$ cat config.mk
export PLATFORM = sky130hd
export DESIGN_NAME = mw_countdown_timer
export DESIGN_NICKNAME = d
export VERILOG_FILES = /design/src/rtl/mw_countdown_timer.sv
export SDC_FILE = /design/constraint.sdc
export NUM_CORES = 1
export LEC_CHECK = 0
export BUFFER_PORTS_ARGS = -buffer_cell sky130_fd_sc_hd__buf_2
export CAP_MARGIN = 10
export CORE_MARGIN = 2
export CORE_UTILIZATION = 65
export DETAILED_ROUTE_END_ITERATION = 6
export GPL_TIMING_DRIVEN = 0
export PLACE_DENSITY_LB_ADDON = 0.2
export SYNTH_ARGS = -nofsm -noshare
export SYNTH_HDL_FRONTEND = slang
export SYNTH_SLANG_ARGS = --single-unit
$ cat constraint.sdc
create_clock -name clock -period 6.4 [get_ports clock]
set_input_delay 0.96 -clock clock [delete_from_list [all_inputs] [get_ports clock]]
set_output_delay 0.96 -clock clock [all_outputs]
set_load 0.02 [all_outputs]
$ cat src/rtl/mw_countdown_timer.sv
// MM:SS countdown timer with start/pause/stop control and a five-slot multiplexed 7-segment scan.
// Optional build macro DONE_BLINK_EN: after expiry, blink 00:00 for 3 s.
module mw_countdown_timer #(
  parameter int CLK_HZ   = 100000000,
  parameter int SCAN_DIV = 100000
) (
  input  logic       clock,
  input  logic       reset,
  input  logic       start,
  input  logic       pause,
  input  logic       stop,
  input  logic [6:0] min,
  input  logic [6:0] sec,
  output logic       done,
  output logic [7:0] an,
  output logic [7:0] dec_cat
);

  localparam int PW = (CLK_HZ > 1) ? $clog2(CLK_HZ) : 1;
  localparam int SW = (SCAN_DIV > 1) ? $clog2(SCAN_DIV) : 1;
  localparam logic [PW-1:0] PRESC_MAX = PW'(CLK_HZ - 1);
  localparam logic [SW-1:0] SCAN_MAX  = SW'(SCAN_DIV - 1);

  typedef enum logic [1:0] {IDLE = 2'd0, RUN = 2'd1, PAUSED = 2'd2} state_t;

  state_t        state_reg, state_next;
  logic [3:0]    mt_reg, mu_reg, st_reg, su_reg;
  logic [3:0]    mt_next, mu_next, st_next, su_next;
  logic [PW-1:0] presc_reg, presc_next;
  logic [SW-1:0] scan_reg, scan_next;
  logic [2:0]    slot_reg, slot_next;
  logic          done_reg, done_next;
  logic [7:0]    an_reg, an_next, cat_reg, cat_next;
  logic [7:0]    min_bcd, sec_bcd;
  logic [15:0]   dec_cnt;
  logic [3:0]    disp_digit;
  logic          load_zero;

  // Saturate, then split into tens/units by comparison ladder.
  function automatic logic [7:0] to_bcd(input logic [6:0] v, input logic [6:0] limit);
    logic [6:0] s;
    logic [3:0] tens;
    s = (v > limit) ? limit : v;
    tens = 4'd0;
    for (int i = 1; i < 10; i++) begin
      if (s >= 7'(i * 10)) tens = 4'(i);
    end
    return {tens, 4'(s - 7'(tens) * 7'd10)};
  endfunction

  function automatic logic [7:0] seg7(input logic [3:0] d);
    case (d)
      4'd0:    return 8'hC0;
      4'd1:    return 8'hF9;
      4'd2:    return 8'hA4;
      4'd3:    return 8'hB0;
      4'd4:    return 8'h99;
      4'd5:    return 8'h92;
      4'd6:    return 8'h82;
      4'd7:    return 8'hF8;
      4'd8:    return 8'h80;
      4'd9:    return 8'h90;
      default: return 8'hFF;
    endcase
  endfunction

  assign min_bcd   = to_bcd(min, 7'd99);
  assign sec_bcd   = to_bcd(sec, 7'd59);
  assign load_zero = (min == 7'd0) && (sec == 7'd0);

`ifdef DONE_BLINK_EN
  localparam logic [PW-1:0] Q1 = PW'(CLK_HZ / 4);
  localparam logic [PW-1:0] Q2 = PW'(CLK_HZ / 2);
  localparam logic [PW-1:0] Q3 = PW'((3 * CLK_HZ) / 4);
  logic        blink_reg, blink_next;
  logic [1:0]  blink_sec_reg, blink_sec_next;
  logic [13:0] in_prev_reg;
  logic        blink_on;
  assign blink_on = (presc_reg < Q1) || ((presc_reg >= Q2) && (presc_reg < Q3));
`endif

  // One-second borrow chain; seconds tens wrap to 5 so 01:00 becomes 00:59.
  always_comb begin
    dec_cnt = {mt_reg, mu_reg, st_reg, su_reg};
    if (su_reg != 4'd0) begin
      dec_cnt[3:0] = su_reg - 4'd1;
    end else begin
      dec_cnt[3:0] = 4'd9;
      if (st_reg != 4'd0) begin
        dec_cnt[7:4] = st_reg - 4'd1;
      end else begin
        dec_cnt[7:4] = 4'd5;
        if (mu_reg != 4'd0) begin
          dec_cnt[11:8] = mu_reg - 4'd1;
        end else begin
          dec_cnt[11:8]  = 4'd9;
          dec_cnt[15:12] = mt_reg - 4'd1;
        end
      end
    end
  end

  always_comb begin
    state_next = state_reg;
    mt_next    = mt_reg;
    mu_next    = mu_reg;
    st_next    = st_reg;
    su_next    = su_reg;
    presc_next = presc_reg;
    done_next  = 1'b0;
    scan_next  = scan_reg + 1'b1;
    slot_next  = slot_reg;
`ifdef DONE_BLINK_EN
    blink_next     = blink_reg;
    blink_sec_next = blink_sec_reg;
`endif
    unique case (state_reg)
      IDLE: begin
        {mt_next, mu_next} = min_bcd;
        {st_next, su_next} = sec_bcd;
        if (!stop && start && !load_zero) begin
          state_next = RUN;
          presc_next = '0;
        end
`ifdef DONE_BLINK_EN
        if (blink_reg) begin
          if (stop || start || ({min, sec} != in_prev_reg)) begin
            blink_next = 1'b0;
          end else if (presc_reg == PRESC_MAX) begin
            presc_next = '0;
            if (blink_sec_reg == 2'd2) blink_next = 1'b0;
            else blink_sec_next = blink_sec_reg + 2'd1;
          end else begin
            presc_next = presc_reg + 1'b1;
          end
        end
`endif
      end
      RUN: begin
        if (stop) begin
          state_next = IDLE;
        end else if (pause) begin
          state_next = PAUSED;
        end else if (presc_reg == PRESC_MAX) begin
          presc_next = '0;
          {mt_next, mu_next, st_next, su_next} = dec_cnt;
          if (dec_cnt == 16'h0000) begin
            done_next  = 1'b1;
            state_next = IDLE;
`ifdef DONE_BLINK_EN
            blink_next     = 1'b1;
            blink_sec_next = 2'd0;
`endif
          end
        end else begin
          presc_next = presc_reg + 1'b1;
        end
      end
      PAUSED: begin
        if (stop) state_next = IDLE;
        else if (pause || start) state_next = RUN;
      end
      default: state_next = IDLE;
    endcase
    if (scan_reg == SCAN_MAX) begin
      scan_next = '0;
      slot_next = (slot_reg == 3'd4) ? 3'd0 : slot_reg + 3'd1;
    end
  end

  // Slot 4 drives an[5]; an[4], an[6], an[7] are never enabled.
  genvar gi;
  generate
    for (gi = 0; gi < 8; gi++) begin : g_an
      if (gi < 4) begin : g_digit
        assign an_next[gi] = (slot_reg != 3'(gi));
      end else if (gi == 5) begin : g_power
        assign an_next[gi] = (slot_reg != 3'd4);
      end else begin : g_off
        assign an_next[gi] = 1'b1;
      end
    end
  endgenerate

  always_comb begin
    case (slot_reg)
      3'd1:    disp_digit = st_reg;
      3'd2:    disp_digit = mu_reg;
      3'd3:    disp_digit = mt_reg;
      default: disp_digit = su_reg;
    endcase
`ifdef DONE_BLINK_EN
    if (blink_reg) disp_digit = 4'd0;
`endif
    cat_next = seg7(disp_digit);
    if (slot_reg == 3'd2) cat_next[7] = 1'b0;
`ifdef DONE_BLINK_EN
    if (blink_reg && !blink_on) cat_next = 8'hFF;
`endif
    if (slot_reg == 3'd4) cat_next = 8'hFF;
  end

  always_ff @(posedge clock or posedge reset) begin
    if (reset) begin
      state_reg <= IDLE;
      mt_reg    <= 4'd0;
      mu_reg    <= 4'd0;
      st_reg    <= 4'd0;
      su_reg    <= 4'd0;
      presc_reg <= '0;
      scan_reg  <= '0;
      slot_reg  <= 3'd0;
      done_reg  <= 1'b0;
      an_reg    <= 8'hFF;
      cat_reg   <= 8'hFF;
`ifdef DONE_BLINK_EN
      blink_reg     <= 1'b0;
      blink_sec_reg <= 2'd0;
      in_prev_reg   <= 14'd0;
`endif
    end else begin
      state_reg <= state_next;
      mt_reg    <= mt_next;
      mu_reg    <= mu_next;
      st_reg    <= st_next;
      su_reg    <= su_next;
      presc_reg <= presc_next;
      scan_reg  <= scan_next;
      slot_reg  <= slot_next;
      done_reg  <= done_next;
      an_reg    <= an_next;
      cat_reg   <= cat_next;
`ifdef DONE_BLINK_EN
      blink_reg     <= blink_next;
      blink_sec_reg <= blink_sec_next;
      in_prev_reg   <= {min, sec};
`endif
    end
  end

  assign done    = done_reg;
  assign an      = an_reg;
  assign dec_cat = cat_reg;

endmodule

# [After elaboration in Yosys (flattened, before gate mapping)]
# Memories as Yosys holds them, arrays and structs flattened.
# Cells that the tools add are included.
[classes] n_reduce_logical=18 eq_ne=19 muxes=65 bitwise_logic=0 multipliers=2 n_lt_le_gt_ge=20 addsub=9 n_shift=0 div=0
[ops] op="$mux 4" n=32
[ops] op="$mux 27" n=4
[ops] op="$pmux 27 s2" n=1
[ops] op="$ge 7x6->1 const B" n=6
[ops] op="$ge 7x7->1 const B" n=6
[ops] op="$pmux 4 s2" n=4
[ops] op="$ge 7x5->1 const B" n=4
[ops] op="$add 27x1->27 const B" n=1
[ops] op="$eq 27x27->1 const B" n=1
[ops] op="$add 17x1->17 const B" n=1
[ops] op="$eq 17x17->1 const B" n=1
[ops] op="$mux 17" n=1
[ops] op="$logic_not 16->1" n=1
[ops] op="$mux 8" n=2
[ops] op="$sub 4x1->4 const B" n=4
[ops] op="$ge 7x4->1 const B" n=2
[ops] op="$logic_not 7->1" n=2
[ops] op="$mux 2" n=7
[ops] op="$mux 7" n=2
[ops] op="$mux 12" n=1
[ops] op="$pmux 4 s3" n=1
[ops] op="$reduce_and 4->1" n=3
[ops] op="$reduce_bool 4->1" n=3
[ops] op="$mul 4x3->3 const B" n=2
[ops] op="23 further kinds" n=41
[totals] rom_bits=112 register_bits=79 mem_bits_rw=0 inputBits=19 latchBits=0 memories=1 wordCells=145 out_inout_bits=17
[memory_table] memory="(name not given)" words=16 width=7 rd=1 rd_ports_with_merged_regs=0 write_ports=0 line="52" rtl="case (d)"

# [Logic depth before layout (Yosys ltp)]
# Gate-level depths: netlist of the first run.
[depth] word_depth=15 depth_mapped=11 ltp_nobuf=10

# [Worst setup path before layout of the first run]
# Ideal clock, no wire load.
[synth_timing] kind="input -> register" startpoint="in min[4]" endpoint="reg mu_reg[3]" n_path_buf=1 setup_ps=125 arrival_ps=2887 stages=11 setup_slack_ps=3388 required_ps=6275 path_cell_list="clkbuf_1 and2_1 a21oi_1 o221a_2 o22ai_1 inv_1 ha_1 fa_1 xnor2_1 xnor2_1 a21oi_1"
[synth_via] elab_chain_cells=15 elab_cells_between_ends=23 classes_between="add/sub: 1; mul: 1; order compare: 10; mux: 11"
[synth_rtl] item="from (decl)" line="12" rtl="input logic [6:0] min,"
[synth_rtl] item="$gt 7x7->1" line="43" rtl="s = (v > limit) ? limit : v;"
[synth_rtl] item="$mux 7 *" line="43"
[synth_rtl] item="$ge 7x4->1" line="46" rtl="if (s >= 7'(i * 10)) tens = 4'(i);"
[synth_rtl] item="$mux 1" line="46"
[synth_rtl] item="$mux 4 (8 in series)" line="46"
[synth_rtl] item="$mul 4x3->3" line="48" rtl="return {tens, 4'(s - 7'(tens) * 7'd10)};"
[synth_rtl] item="$sub 4x4->4 *" line="48"
[synth_rtl] item="$pmux 4 s2 *" line="117" rtl="unique case (state_reg)"
[synth_rtl] item="to (signal assigned)" line="224" rtl="mu_reg <= mu_next;"
[synth_rtl] item="to (decl)" line="27" rtl="logic [3:0] mt_reg, mu_reg, st_reg, su_reg;"
# Every way passes the cells marked *; elsewhere a longest branch is shown, timed or not.
# A chain may end at the register's enable or synchronous reset.

# [Worst setup path after layout of the first run]
[layout_timing] startpoint="in min[4]" endpoint="reg mu_reg[2]"
# Same word-level chain as after synthesis.

==> results of run 1 <==
==> worst register-to-register path: cells and delay by family (launching register included) <==
family,cells,cell delay (ns)
simple gates,3,0.42
buf+inv,2,0.22
fa+ha+maj,2,0.57
flops,1,0.40
compound gates,1,0.39
mux,2,0.75
==> through the flow <==
| step | util [%] | hold slack, ns | worst slack [ns] |
|---|---|---|---|
| global placement | 70.80 | 0.4709 | 2.618 |
| global route | 73.85 | 0.4827 | 3.151 |
| floorplan | - | 0.4529 | 3.388 |
| CTS | 73.85 | 0.4715 | 3.357 |
| detailed placement | 71.21 | 0.4824 | 2.982 |
| finish | 73.85 | 0.4871 | 3.303 |
==> power by group <==
| group | internal (mW) | switching [mW] | leakage, nW | total [mW] |
|---|---|---|---|---|
| Clock | 0.191 | 0.175 | 0.0936 | 0.366 |
| Sequential | 0.563 | 0.0393 | 1.01 | 0.603 |
| Combinational | 0.127 | 0.212 | 1.23 | 0.339 |
==> routing by layer <==
layer  vias up  track usage (%)
met1      2006            33.61
li1       1999                -
met3        21            5.426
met2        99            46.93
met5         -                0
met4         0            12.05
==> cell type report <==
class | instances | area share (%)
tap | 99 | 2.313
clock inverter | 3 | 0.7942
inverter | 29 | 2.079
clock buffer | 13 | 2.780
sequential | 79 | 37.21
buffer | 28 | 2.850
multi-input combinational | 410 | 48.75
timing repair buffer | 30 | 3.224
==> layout by cell type (no fill, tap or decap), types with 4 or more instances in the layout <==
| cell type | n |
|---|---|
| nand2b_1 | 9 |
| mux2i_1 | 5 |
| clkbuf_1 | 11 |
| dfstp_2 | 13 |
| a22o_1 | 4 |
| o21ai_0 | 35 |
| nor2_1 | 54 |
| o22ai_1 | 10 |
| or3_1 | 6 |
| and4_1 | 4 |
| nor4b_1 | 4 |
| clkbuf_8 | 10 |
| nor2b_1 | 6 |
| dfrtp_1 | 66 |
| xor2_1 | 8 |
| nor3_1 | 21 |
| inv_1 | 28 |
| nand4_1 | 8 |
| buf_4 | 4 |
| ha_1 | 17 |
| o211ai_1 | 4 |
| nand3_1 | 19 |
| nand2_1 | 54 |
| a21oi_1 | 31 |
| o221ai_1 | 4 |
| and3_1 | 4 |
| mux2_2 | 4 |
| xnor2_1 | 29 |
| buf_2 | 43 |
| nor4_1 | 14 |
| a21o_1 | 5 |
==> cell families after synthesis <==
logic type               count (synthesis)
other                                    1
AND/OR/NAND/NOR                        230
buffers and inverters                   57
multiplexers                             9
AO/OA/AOI/OAI                          112
XOR/XNOR                                37
flip-flops                              79
adder cells (fa/ha/maj)                 19
==> how the worst max path moves through the flow <==
| stage | to | slack [ns] | depth (start not counted) |
|---|---|---|---|
| 2_1_floorplan | mu_reg[3] | 3.39 | 11 |
| 3_3_place_gp | presc_reg[2] | 2.62 | 2 |
| 3_5_place_dp | mu_reg[2] | 2.98 | 12 |
| 4_1_cts | mu_reg[2] | 3.36 | 12 |
| 5_1_grt | mu_reg[3] | 3.15 | 12 |
| 6_report | mu_reg[2] | 3.30 | 12 |
==> run metrics, run 1 <==
worst path arrival time 3.34 ns; mux contribution to synthesized area 1.957%; I/O Buffers 29; Post-Syn Area 4858 sq um; minimum clock period 3.097 ns; Post-synth top cells 66 x dfrtp_1, 54 x nand2_1, 54 x nor2_1; initial core utilization 66.98%; Synth top area share 33.99%; CTS tree built; max_slew headroom 58.40%; outcome completed; clk slew on worst S/H paths 0.08 ns; CP required 6.64 ns; Die W 90.46 microns; Post-Synth XOR/XNOR Area 6.670%; crit path buf inv count 3; Num Clock Sinks 79; met1 WL 4479 microns; fmax 0.3229 GHz; Synth Area in Simple Gates 25.37%; CP delay by family, top compound AO/OA/AOI/OAI gates; reg2reg path depth 10; Diodes inserted 0; HP Class primary input to async pin; TNS Setup 0 ns; FP Rows 31; EDFF count, synth 0; worst skew pair latency 0.35 ns; die height 90.46 microns; Compound-Gate Fraction of Synth Area 14.32%; DR vias 4125; vias in the first global route 4085; # DRC 0; met2 WL 5318 microns; top routing layer used met4; Tightest Pin Transition 0.6067 ns; total power 1.308 mW; Post-Synthesis Cells 544; CP peak stage delay 0.49 ns; reg2reg setup slack 3.56 ns; Peak VDD IR 0.0001760 V; CP startpoint kind primary input; Leakage 2.330 nW; crit path cell chain buf_2 -> clkbuf_1 -> and2_1 -> a21oi_1 -> o221a_2 -> o22ai_1 -> inv_1 -> ha_1 -> fa_1 -> nor2_1 -> a31oi_1 -> o22ai_1; Slowest cell on crit path fa_1; Pins Over Slew Limit 0; Routed WL per cell 15.21 microns; fin crit share 48.39%; cell accounting for the most synthesized area dfrtp_1; share of cells above drive strength 1 16.72%; final wirelength 10510 microns; total CTS buffers 9; postcts setup bufs 0; Multi-input gate area 2611 sq um; R2R Path Start slot_reg[0]; first-pass GRT wire length 18280 microns; met3 routed WL 509 microns; post-CTS resize count 0; Layout Cells excl Fill 691; most common cell in the netlist dfrtp_1; CP most frequent cell o22ai_1; register area share after synthesis 41.02%; CP Max Fanout 10; Area Overhead vs Synth 10.25%; Largest register FFs 27; syn_area_per_cell 8.931 sq um; # Max-Cap Violations 0; synthesized flop and latch total 79; CTS Hold Bufs 0; Fill cells 509; ys flop type dfrtp_1; Synth Warn # 0; Global Route Usage Sum 27.37%; clk root buf clkbuf_8; largest family of logic cells by synthesized area simple AND/OR/NAND/NOR gates; placed insts 675; Top Ports 36; synth top area cells dfrtp_1 34%, dfstp_2 7.0%, xnor2_1 5.2%, ha_1 4.4%, nand2_1 4.2%; Pwr per Cell Area 244.2 nW/um^2; CTS H-tree lvls 3; Post-DRT Antenna Nets 0; FF+latch area 1993 sq um; gr ovfl total 0; area post-placement 5165 sq um; post-DP HPWL 7459 microns; Non-Filler Cell Area, Final 5356 sq um; RSZ-0062 raised after global routing no; synth unique cells 69; CP Class primary input to flop; vias per inst 5.970; Core Area 7253 sq um; Layout Skew 0.01240 ns; crit end category flop; DR iter-0 viols 269; drt pass-1 iters 5; CP startpoint min[4]; die area 8182 sq um; GPL Wtd Cong 0.9158; Post-Synth Adder-Cell Area 5.202%; # setup viols final 0; clock buffer depth 2; largest net degree at the start of global routing 74; Final Hold Viols 0; reg2reg end dec_cat[3]; initial antenna violation count 0; asr flop ratio synth 100.0%; Final nets 625
Power figures use the tool's default switching activity.
==> run 2, diff against run 1 <==
--- a/config.mk
+++ b/config.mk
@@ -8,7 +8,7 @@
 export BUFFER_PORTS_ARGS = -buffer_cell sky130_fd_sc_hd__buf_2
 export CAP_MARGIN = 10
 export CORE_MARGIN = 2
-export CORE_UTILIZATION = 65
+export CORE_UTILIZATION = 55
 export DETAILED_ROUTE_END_ITERATION = 6
 export GPL_TIMING_DRIVEN = 0
 export PLACE_DENSITY_LB_ADDON = 0.2
==> constraint.sdc (replaced) <==
create_clock -name clock -period 2.5 [get_ports clock]
set_input_delay 0.375 -clock clock [delete_from_list [all_inputs] [get_ports clock]]
set_output_delay 0.375 -clock clock [all_outputs]
set_load 0.02 [all_outputs]
==> run 2 against run 1 <==
  * Power rose to 2.6 times the previous value
  * Clock skew down 0.0013 ns
  * Combinational power rose to 2.8 times the previous value
  * Sequential cell count unchanged
  * Via count down 0.58%
  * Final area up 2.9%
  * Clock-buffer cell count down 4
  * Hold slack worse by 0.21 ns
  * Register-to-register slack worse by 3.5 ns
  * Critical path type is now flop to flop
==> run metrics, run 2 (same netlist as run 1, synthesis figures left out) <==
outcome completed (unchanged); CP required 2.78 ns (was 6.64 ns); Num Clock Sinks 79 (unchanged); die area 9601 sq um (was 8182 sq um); reg2reg end dec_cat[3] (unchanged); Pwr per Cell Area 615.5 nW/um^2 (was 244.2 nW/um^2); DR iter-0 viols 272 (was 269); clock buffer depth 2 (unchanged); post-DP HPWL 7621 microns (was 7459 microns); CTS tree built (unchanged); Final Hold Viols 0 (unchanged); DR vias 4101 (was 4125); Core Util, Final 63.84% (was 73.85%); Leakage 2.372 nW (was 2.330 nW); CP Max Fanout 4 (was 10); Routed WL per cell 15.12 microns (was 15.21 microns); fmax 0.4109 GHz; Tightest Pin Transition 0.6058 ns (was 0.6067 ns); Top Ports 36 (unchanged); total power 3.393 mW (was 1.308 mW); leading cell type in the layout, fill and taps excluded dfrtp_1 (unchanged); vias per inst 5.784 (was 5.970); # Max-Cap Violations 0 (unchanged); Pins Over Slew Limit 0 (unchanged); GPL Wtd Cong 0.8603 (was 0.9158); reg2reg path depth 10 (unchanged); FF+latch area 1994 sq um (was 1993 sq um); Diodes inserted 0 (unchanged); worst path arrival time 2.72 ns (was 3.34 ns); total CTS buffers 9 (unchanged); clk slew on worst S/H paths 0.09 ns (was 0.08 ns); share of cells above drive strength 1 20.80% (was 16.72%); first-pass GRT wire length 17790 microns (was 18280 microns); Hold Crit Depth 2; HP Class primary input to flop (was primary input to async pin); # DRC 0 (unchanged); initial core utilization 56.26% (was 66.98%); Fill cells 732 (was 509); minimum clock period 2.434 ns; I/O Buffers 29 (unchanged); CTS H-tree lvls 3 (unchanged); die height 97.99 microns (was 90.46 microns); reg2reg setup slack 0.07 ns (was 3.56 ns); Post-DRT Antenna Nets 0 (unchanged); FP Rows 34 (was 31); Final nets 634 (was 625); gr ovfl total 0 (unchanged); Die W 97.99 microns (was 90.46 microns); largest net degree at the start of global routing 57 (was 74); CP startpoint kind flop (was primary input); Core Area 8636 sq um (was 7253 sq um); Layout Skew 0.01114 ns (was 0.01240 ns); worst skew pair latency 0.36 ns (was 0.35 ns); # setup viols final 0 (unchanged); final wirelength 10720 microns (was 10510 microns); Global Route Usage Sum 22.49% (was 27.37%); fin crit share 97.35%; initial antenna violation count 0 (unchanged); crit end category flop (unchanged); hold path endpoint state_reg[1]; clk root buf clkbuf_8 (unchanged); most frequent cells in the layout 65 x dfrtp_1, 54 x nand2_1, 54 x nor2_1, 42 x buf_2, 34 x o21ai_0 (was 66 x dfrtp_1, 54 x nand2_1, 54 x nor2_1, 43 x buf_2, 35 x o21ai_0); Peak VDD IR 0.0003926 V (was 0.0001760 V); min-delay src stop; max_slew headroom 59.30% (was 58.40%); drt pass-1 iters 7 (was 5); vias in the first global route 3887 (was 4085); R2R Path Start slot_reg[0] (unchanged); Multi-input gate area 2688 sq um (was 2611 sq um); Largest register FFs 27 (unchanged); Area Overhead vs Synth 13.47% (was 10.25%); CP Class flop to flop (was primary input to flop)
==> run 2: metal layers <==
metal  vias to the layer above  global-route usage [%]  share of wire, %
met1                      1985                   29.74                46
met3                        11                   3.651               3.6
met2                        90                   38.04                50
met4                         0                   7.158              0.91
li1                       2015                       -                 -
met5                         -                       0                 0
==> run 2: repair_timing <==
action,4_1_cts,5_1_grt
setup endpoints to repair,9,13
hold endpoints to repair,23,0
pin swaps,1,3
resized for setup,5,16
buffers inserted,2,8
hold buffers,1,0
==> run 2: where the power goes <==
group          switching (mW)  internal, mW
Combinational           0.570         0.389
Clock                   0.515         0.371
Sequential              0.106          1.44
Total                    1.19          2.20
==> run 2: worst max-delay path, stage by stage, from the launching register on <==
cell	delay (ns)
dfrtp_1	0.41
inv_2	0.08
ha_2	0.20
or2_2	0.33
a21oi_4	0.26
mux2_4	0.34
inv_1	0.11
ha_1	0.25
mux2_2	0.26
nand2_1	0.06
nand2_1	0.06
==> run 2: per-stage QoR <==
step / area, sq um / hold WS, ns / setup slack [ns] / std cells / setup TNS [ns]
floorplan: 4873 / 0.4414 / 0.07327 / 546 / 0
global placement: 5154 / 0.4734 / -0.7409 / 683 / -49.57
detailed placement: 5184 / 0.3619 / -0.3313 / 684 / -1.240
CTS: 5415 / 0.2600 / 0.0003082 / 703 / 0
global route: 5513 / 0.2893 / -0.05747 / 709 / -0.1098
finish: 5513 / 0.2744 / 0.06627 / 709 / 0
==> run 2: worst max-delay path by stage <==
stage	slack [ns]	endpoint	cells after the start	startpoint
after CTS	0.0003	dec_cat[3]	10	slot_reg[0]
after global routing	-0.06	dec_cat[3]	10	slot_reg[0]
after floorplan	0.07	mu_reg[3]	11	min[4]
after detailed placement	-0.33	mu_reg[2]	12	min[4]
after global placement	-0.74	presc_reg[2]	2	reset
final	0.07	dec_cat[3]	10	slot_reg[0]
==> run 2: cell type report <==
type                            instances  share of cell area (%)
Tap cell                              108                   2.451
Multi-Input combinational cell        410                   48.75
Clock buffer                            9                   2.247
Inverter                               29                   2.020
Clock inverter                          7                  0.9759
Buffer                                 26                   2.701
Sequential cell                        79                   36.18
Timing Repair Buffer                   41                   4.675
